[config.mk]
export PLATFORM = sky130hd
export DESIGN_NAME = store_aligner_flat
export DESIGN_NICKNAME = d
export VERILOG_FILES = /design/src/rtl/store_pkg.sv /design/src/rtl/store_aligner_if.sv /design/src/rtl/store_lane_gen.sv /design/src/rtl/store_aligner.sv /design/src/flat_wrapper.sv
export SDC_FILE = /design/constraint.sdc
export NUM_CORES = 1
export LEC_CHECK = 0
export ABC_AREA = 1
export CAP_MARGIN = 20
export CORE_ASPECT_RATIO = 1.2
export CORE_UTILIZATION = 48
export CTS_CLUSTER_DIAMETER = 100
export CTS_CLUSTER_SIZE = 30
export DETAILED_ROUTE_END_ITERATION = 16
export PLACE_DENSITY = 0.86
export SETUP_SLACK_MARGIN = 0.15
export SYNTH_ARGS = -nofsm -noshare
export SYNTH_HDL_FRONTEND = slang
export SYNTH_SLANG_ARGS = --single-unit
[constraint.sdc]
create_clock -name clk -period 3.3 [get_ports clk]
set_clock_uncertainty 0.15 [all_clocks]
set_input_delay 0.33 -clock clk [delete_from_list [all_inputs] [get_ports clk]]
set_output_delay 0.33 -clock clk [all_outputs]
set_load 0.02 [all_outputs]
[src/rtl/store_pkg.sv]
// store_pkg -- shared definitions for the store aligner.
//   size_e  : encoding of req_size (byte/half/word/dword)
//   state_e : FSM states of store_aligner
//   nb_of() : bytes per bus beat (NB = DATA_W/8)
//   lg_nb() : log2(NB), the number of byte-offset address bits
package store_pkg;

  typedef enum logic [1:0] {
    SIZE_BYTE  = 2'd0,
    SIZE_HALF  = 2'd1,
    SIZE_WORD  = 2'd2,
    SIZE_DWORD = 2'd3
  } size_e;

  typedef enum logic [1:0] {
    IDLE  = 2'd0,
    BEAT0 = 2'd1,
    BEAT1 = 2'd2
  } state_e;

  function automatic int nb_of(input int data_w);
    return data_w / 8;
  endfunction

  function automatic int lg_nb(input int data_w);
    return $clog2(data_w / 8);
  endfunction

endpackage

[src/rtl/store_aligner_if.sv]
// store_aligner_if -- request and bus-beat signals of the store aligner.
//   req_valid/req_ready/req_addr/req_size/req_wdata : store request channel
//   bus_valid/bus_ready/bus_addr/bus_be/bus_wdata   : aligned bus beats
//   err                                             : rejected-request pulse
// Modports: slave = store_aligner view, master = requester/bus-model view.
interface store_aligner_if
  import store_pkg::*;
#(
  parameter int DATA_W = 32,
  parameter int ADDR_W = 32
);
  localparam int NB = nb_of(DATA_W);

  logic              req_valid;
  logic              req_ready;
  logic [ADDR_W-1:0] req_addr;
  logic [1:0]        req_size;
  logic [DATA_W-1:0] req_wdata;
  logic              bus_valid;
  logic              bus_ready;
  logic [ADDR_W-1:0] bus_addr;
  logic [NB-1:0]     bus_be;
  logic [DATA_W-1:0] bus_wdata;
  logic              err;

  modport slave (
    input  req_valid, req_addr, req_size, req_wdata, bus_ready,
    output req_ready, bus_valid, bus_addr, bus_be, bus_wdata, err
  );

  modport master (
    output req_valid, req_addr, req_size, req_wdata, bus_ready,
    input  req_ready, bus_valid, bus_addr, bus_be, bus_wdata, err
  );

endinterface

[src/rtl/store_lane_gen.sv]
// store_lane_gen -- combinational lane steering for one store request.
//   off    : req_addr mod NB
//   size   : req_size encoding (store_pkg::size_e)
//   wdata  : right-justified store data
//   mask   : 2*NB byte enables, low half = beat 0, high half = beat 1
//   data   : 2*DATA_W shifted data, disabled lanes forced to zero
//   reject : request must be refused (illegal size, or misaligned when
//            splitting is not built in)
// Build option: STORE_SPLIT_EN -- when undefined, any store not naturally
// aligned to its own size is rejected instead of being split.
module store_lane_gen
  import store_pkg::*;
#(
  parameter int  DATA_W = 32,
  localparam int NB     = nb_of(DATA_W),
  localparam int LG     = lg_nb(DATA_W),
  localparam int MW     = 2 * NB
) (
  input  logic [LG-1:0]       off,
  input  logic [1:0]          size,
  input  logic [DATA_W-1:0]   wdata,
  output logic [MW-1:0]       mask,
  output logic [2*DATA_W-1:0] data,
  output logic                reject
);

  logic [15:0]         base;
  logic [2*DATA_W-1:0] wide;
  logic                illegal;

  // (1 << bytes) - 1 with bytes = 2^size; dword yields 8'hFF.
  assign base = (16'd1 << (5'd1 << size)) - 16'd1;
  assign mask = MW'(base) << off;
  assign wide = {{DATA_W{1'b0}}, wdata} << {off, 3'b000};

  // Upper bytes of a narrow store may carry junk; keep only enabled lanes.
  for (genvar gi = 0; gi < MW; gi++) begin : g_lane
    assign data[8*gi +: 8] = wide[8*gi +: 8] & {8{mask[gi]}};
  end

  assign illegal = (size == SIZE_DWORD) && (DATA_W == 32);

`ifdef STORE_SPLIT_EN
  assign reject = illegal;
`else
  logic [4:0] nbytes;
  logic       misaligned;
  assign nbytes     = 5'd1 << size;
  assign misaligned = |(off & LG'(nbytes - 5'd1));
  assign reject     = illegal | misaligned;
`endif

endmodule

[src/rtl/store_aligner.sv]
// store_aligner -- turns byte-addressed stores into NB-aligned bus beats.
//   clk     : clock, rising edge
//   reset_n : asynchronous active-low reset
//   sif     : store_aligner_if.slave (request channel, bus beats, err)
// A request is registered on acceptance and issued one cycle later as one
// beat, or two beats when it crosses an NB boundary (STORE_SPLIT_EN only).
// Build option: STORE_SPLIT_EN enables two-beat splitting; without it,
// misaligned stores are rejected with an err pulse and BEAT1 is unreachable.
module store_aligner
  import store_pkg::*;
#(
  parameter int DATA_W = 32,
  parameter int ADDR_W = 32
) (
  input logic           clk,
  input logic           reset_n,
  store_aligner_if.slave sif
);

  localparam int NB = nb_of(DATA_W);
  localparam int LG = lg_nb(DATA_W);
  localparam int MW = 2 * NB;

  state_e              state_reg, state_next;
  logic [ADDR_W-1:0]   addr_reg;
  logic [MW-1:0]       mask_reg;
  logic [2*DATA_W-1:0] data_reg;
  logic                err_reg;

  logic [MW-1:0]       lane_mask;
  logic [2*DATA_W-1:0] lane_data;
  logic                lane_reject;
  logic                hi_pending, handshake, last_beat;
  logic                accept, load, reject;

  store_lane_gen #(.DATA_W(DATA_W)) u_lane_gen (
    .off    (sif.req_addr[LG-1:0]),
    .size   (sif.req_size),
    .wdata  (sif.req_wdata),
    .mask   (lane_mask),
    .data   (lane_data),
    .reject (lane_reject)
  );

`ifdef STORE_SPLIT_EN
  assign hi_pending = |mask_reg[MW-1:NB];
`else
  assign hi_pending = 1'b0;
`endif

  assign sif.bus_valid = (state_reg != IDLE);
  assign handshake     = sif.bus_valid && sif.bus_ready;
  assign last_beat     = (state_reg == BEAT1) || ((state_reg == BEAT0) && !hi_pending);
  // Ready on the final beat handshake lets a new store follow with no bubble.
  assign sif.req_ready = (state_reg == IDLE) || (handshake && last_beat);
  assign accept        = sif.req_valid && sif.req_ready;
  assign reject        = accept && lane_reject;
  assign load          = accept && !lane_reject;
  assign sif.err       = err_reg;

  always_comb begin
    state_next = state_reg;
    case (state_reg)
      IDLE:    if (load) state_next = BEAT0;
      BEAT0: begin
        if (handshake) begin
          if (hi_pending)  state_next = BEAT1;
          else if (load)   state_next = BEAT0;
          else             state_next = IDLE;
        end
      end
      BEAT1:   if (handshake) state_next = load ? BEAT0 : IDLE;
      default: state_next = IDLE;
    endcase
  end

  // Outputs derive only from registered state, so reset clears them at once.
  always_comb begin
    sif.bus_addr  = '0;
    sif.bus_be    = '0;
    sif.bus_wdata = '0;
    case (state_reg)
      BEAT0: begin
        sif.bus_addr  = addr_reg;
        sif.bus_be    = mask_reg[NB-1:0];
        sif.bus_wdata = data_reg[DATA_W-1:0];
      end
      BEAT1: begin
        sif.bus_addr  = addr_reg + ADDR_W'(NB);
        sif.bus_be    = mask_reg[MW-1:NB];
        sif.bus_wdata = data_reg[2*DATA_W-1:DATA_W];
      end
      default: ;
    endcase
  end

  always_ff @(posedge clk or negedge reset_n) begin
    if (!reset_n) begin
      state_reg <= IDLE;
      addr_reg  <= '0;
      mask_reg  <= '0;
      data_reg  <= '0;
      err_reg   <= 1'b0;
    end else begin
      state_reg <= state_next;
      err_reg   <= reject;
      if (load) begin
        addr_reg <= {sif.req_addr[ADDR_W-1:LG], {LG{1'b0}}};
        mask_reg <= lane_mask;
        data_reg <= lane_data;
      end
    end
  end

endmodule
[src/flat_wrapper.sv]
// flat-port wrapper written by rule: the top's interface ports become plain ports
module store_aligner_flat import store_pkg::*;
#(
  parameter int DATA_W = 32,
  parameter int ADDR_W = 32
)
  (clk, reset_n, sif_req_valid, sif_req_addr, sif_req_size, sif_req_wdata, sif_bus_ready, sif_req_ready, sif_bus_valid, sif_bus_addr, sif_bus_be, sif_bus_wdata, sif_err);
  store_aligner_if #(.DATA_W(DATA_W), .ADDR_W(ADDR_W)) sif_i ();
  input logic clk;
  input logic reset_n;
  input wire logic [$bits(sif_i.req_valid)-1:0] sif_req_valid;
  input wire logic [$bits(sif_i.req_addr)-1:0] sif_req_addr;
  input wire logic [$bits(sif_i.req_size)-1:0] sif_req_size;
  input wire logic [$bits(sif_i.req_wdata)-1:0] sif_req_wdata;
  input wire logic [$bits(sif_i.bus_ready)-1:0] sif_bus_ready;
  output wire logic [$bits(sif_i.req_ready)-1:0] sif_req_ready;
  output wire logic [$bits(sif_i.bus_valid)-1:0] sif_bus_valid;
  output wire logic [$bits(sif_i.bus_addr)-1:0] sif_bus_addr;
  output wire logic [$bits(sif_i.bus_be)-1:0] sif_bus_be;
  output wire logic [$bits(sif_i.bus_wdata)-1:0] sif_bus_wdata;
  output wire logic [$bits(sif_i.err)-1:0] sif_err;
  assign sif_i.req_valid = sif_req_valid;
  assign sif_i.req_addr = sif_req_addr;
  assign sif_i.req_size = sif_req_size;
  assign sif_i.req_wdata = sif_req_wdata;
  assign sif_i.bus_ready = sif_bus_ready;
  assign sif_req_ready = sif_i.req_ready;
  assign sif_bus_valid = sif_i.bus_valid;
  assign sif_bus_addr = sif_i.bus_addr;
  assign sif_bus_be = sif_i.bus_be;
  assign sif_bus_wdata = sif_i.bus_wdata;
  assign sif_err = sif_i.err;
  store_aligner #(.DATA_W(DATA_W), .ADDR_W(ADDR_W)) u_core (.clk(clk), .reset_n(reset_n), .sif(sif_i));
endmodule
==> flow_summary_export.csv <==
group,metric,value,unit
sta,worst_slack,0.612,ns
setup_path,cp-start-kind,"input port",
drt,antenna_left,0,
sta,slew_headroom,35.0,%
clock_network,cts_inserted_buffers,9,
finish,area_growth,42.3,%
sta,min_period,2.69,ns
sta,drv_slew,0,
global_routing,grt_max_degree,70,
finish,layout.cells.most_common,"nand2_1",
place,hpwl,7480,um
sta,setup-tns-final,0,ns
global_routing,overflow,0,
sta,setup_viol,0,
drt,vias_per_cell,4.87,
setup_path,path_cells,"clkdlybuf4s50_1, inv_1, nor2_1, inv_1, ha_1, or2_4, nand2_2, nor2_4, nand2_1, o21ai_1",
clock_network,cts_sinks,68,
sta,fmax,372,MHz
synth,synth_area_per_cell,6.84,um2
synth,ys_warn_count,0,
clock_network,htreeDepth,3,
setup_path,r2r-start,"u_core.state_reg[0]",
setup_path,crit_family,"simple AND/OR/NAND/NOR gates",
finish,drive_gt1_share,6.66,%
sta,worst_pin_slew,0.973,ns
finish,diodes,0,
pwr,switching_share,32.7,%
outcome,status,"finished clean",
die,row_count,35,
global_routing,grt_pass1_vias,3721,
setup_path,r2r_cells,5,
drt,wl_per_cell,13.1,um
pwr,leakage,3.09,nW
clock_network,post_cts_buffers,0,
sta,rsz0062_at_grt,"false",
clock_network,cts-root-buf,"clkbuf_8",
drt,routed_wl,10200,um
setup_path,cp.arrival,2.80,ns
pwr,vdd.ir_drop.worst,0.278,mV
setup_path,cp_num_cells,10,
setup_path,cp_max_fo,25,
setup_path,crit_start,"sif_req_size[0]",
synth,synth_area_leaders,"dfrtp_1 (45%), nand2_1 (26%), inv_1 (8.7%), o21ai_0 (4.3%), nand3_1 (2.4%)",
setup_path,critPathBufInv,3,
sta,finalCritPeriodShare,81.5,%
setup_path,r2r_end,"u_core.data_reg[22]",
pwr,p_per_area,467,mW/mm2
run,maxCapViolCount,0,
synth,syn_inst,556,
setup_path,cp-endpoint,"u_core.data_reg[22]",
global_routing,grt_pass1_wl,16600,um
setup_path,slowest_stage,"nor2_4",
die,coreArea,0.00766,mm2
worst_hold_path,hold_path.class,"input port to async pin",
drt,dr_total_vias,3815,
global_routing,grt_usage,24.9,%
die,dieArea,0.00828,mm2
pwr,p_comb_share,29.5,%
die,start_util,49.6,%
finish,nNetsFinal,759,
setup_path,reg2reg_slack,1.05,ns
finish,final_cell_mix,"nand2_1 (266), clkdlybuf4s50_1 (137), inv_1 (88)",
setup_path,required,3.41,ns
clock_network,ctsResizeCount,0,
global_routing,antenna_found_initial,0,
clock_network,cts_buffer_depth,2,
synth,yosys.area.top_type,"dfrtp_1",
clock_network,cts.clk_slew.worst_paths,0.08,ns
pwr,power_switching,0.000826,W
drt,first_iter_violations,224,
setup_path,endpoint_kind,"flip-flop",
die,dieHeight,99.5,um
pwr,internal_power,0.00170,W
drt,drc,0,
synth,ys_types,24,
pwr,pwr-share-clk,27.4,%
drt,first_pass_iters,4,
place,gp_congestion,0.858,
setup_path,crit_path_frequent_cell,"inv_1",
clock_network,cts_tree,"yes",
die,die_w,83.3,um
place,io_buffers,138,
setup_path,path_class,"input port to flip-flop",
pwr,seq_power_share,43.1,%
finish,seqCellArea,0.00170,mm2
sta,hold_violations,0,
finish,multi_input_area,0.00158,mm2
finish,fillers,643,
synth,ys_seq_area_share,44.8,%
clock_network,clk_latency,0.34,ns
synth,ys_seq_elements,68,
synth,syn-cell-area,0.00380,mm2
place,place_ws,-0.0293,ns
finish,largest_register_ffs,32,
setup_path,slowest_delay,0.55,ns
synth,netlist.area_leader.share,44.8,%
die,boundaryPins,141,
through the flow:
stage                     cells  instance area (um2)  hold slack [ns]  utilization [%]  power [W]
after global routing        783                 5410            0.223             70.6    0.00267
final                       783                 5410            0.220             70.6    0.00253
after CTS                   782                 5400            0.209             70.5    0.00254
after floorplan             557                 3810           -0.116                -    0.00150
after global placement      765                 5190           0.0284             67.8    0.00182
after detailed placement    765                 5190           0.0395             67.8    0.00184
worst min-delay path by stage:
stage | end | start | cells after the start
final | u_core.addr_reg[23] | reset_n | 2
after global routing | u_core.addr_reg[26] | reset_n | 2
after CTS | u_core.addr_reg[23] | reset_n | 2
after detailed placement | u_core.addr_reg[23] | reset_n | 1
after global placement | u_core.addr_reg[23] | reset_n | 1
after floorplan | u_core.addr_reg[10] | reset_n | 0
per-layer routing:
| layer | vias to the layer above | global-route usage [%] | part of all wire (%) |
|---|---|---|---|
| li1 | 1897 | - | - |
| met1 | 1761 | 30.1 | 42 |
| met2 | 143 | 43.4 | 51 |
| met3 | 14 | 5.73 | 6.1 |
| met4 | 0 | 9.42 | 1.6 |
| met5 | - | 0 | 0 |
cells in the mapped netlist (all sizes together):
| cell type | count |
|---|---|
| ha | 3 |
| mux2i | 1 |
| inv | 91 |
| buf | 24 |
| nand3 | 18 |
| conb | 1 |
| or2 | 9 |
| nor2 | 13 |
| nand4 | 1 |
| nand2 | 268 |
| o21ai | 42 |
| clkbuf | 7 |
| dfrtp | 68 |
| a21oi | 2 |
| o211ai | 8 |
cell type report:
class,count,area share [%]
Tap cell,92,2.13
Multi-Input combinational cell,368,29.3
Clock inverter,6,1.16
Inverter,91,6.31
Sequential cell,68,31.5
Clock buffer,10,2.54
Timing Repair Buffer,148,27.1
power by group through the flow:
stage | sequential, W | clock [W] | combinational, W
final | 0.00109 | 0.000691 | 0.000745
after global routing | 0.00111 | 0.000738 | 0.000825
after CTS | 0.00109 | 0.000705 | 0.000746
after detailed placement | 0.00110 | 0 | 0.000744
after global placement | 0.00109 | 0 | 0.000726
after floorplan | 0.00108 | 0 | 0.000422
cell families after synthesis:
group | after synthesis | synth area share [%]
buffers and inverters | 122 | 13.9
adders and majority gates | 3 | 0.987
other | 1 | 0.0986
muxes | 1 | 0.263
AOI/OAI and AO/OA | 52 | 7.37
DFF | 68 | 44.8
and+or+nand+nor | 309 | 32.7
repair_timing:
item / CTS / global route
endpoints found under the hold margin: 30 / 0
hold buffers: 1 / 0
setup endpoints to repair: 0 / 3
No activity file was read; power rests on OpenSTA's default activity.
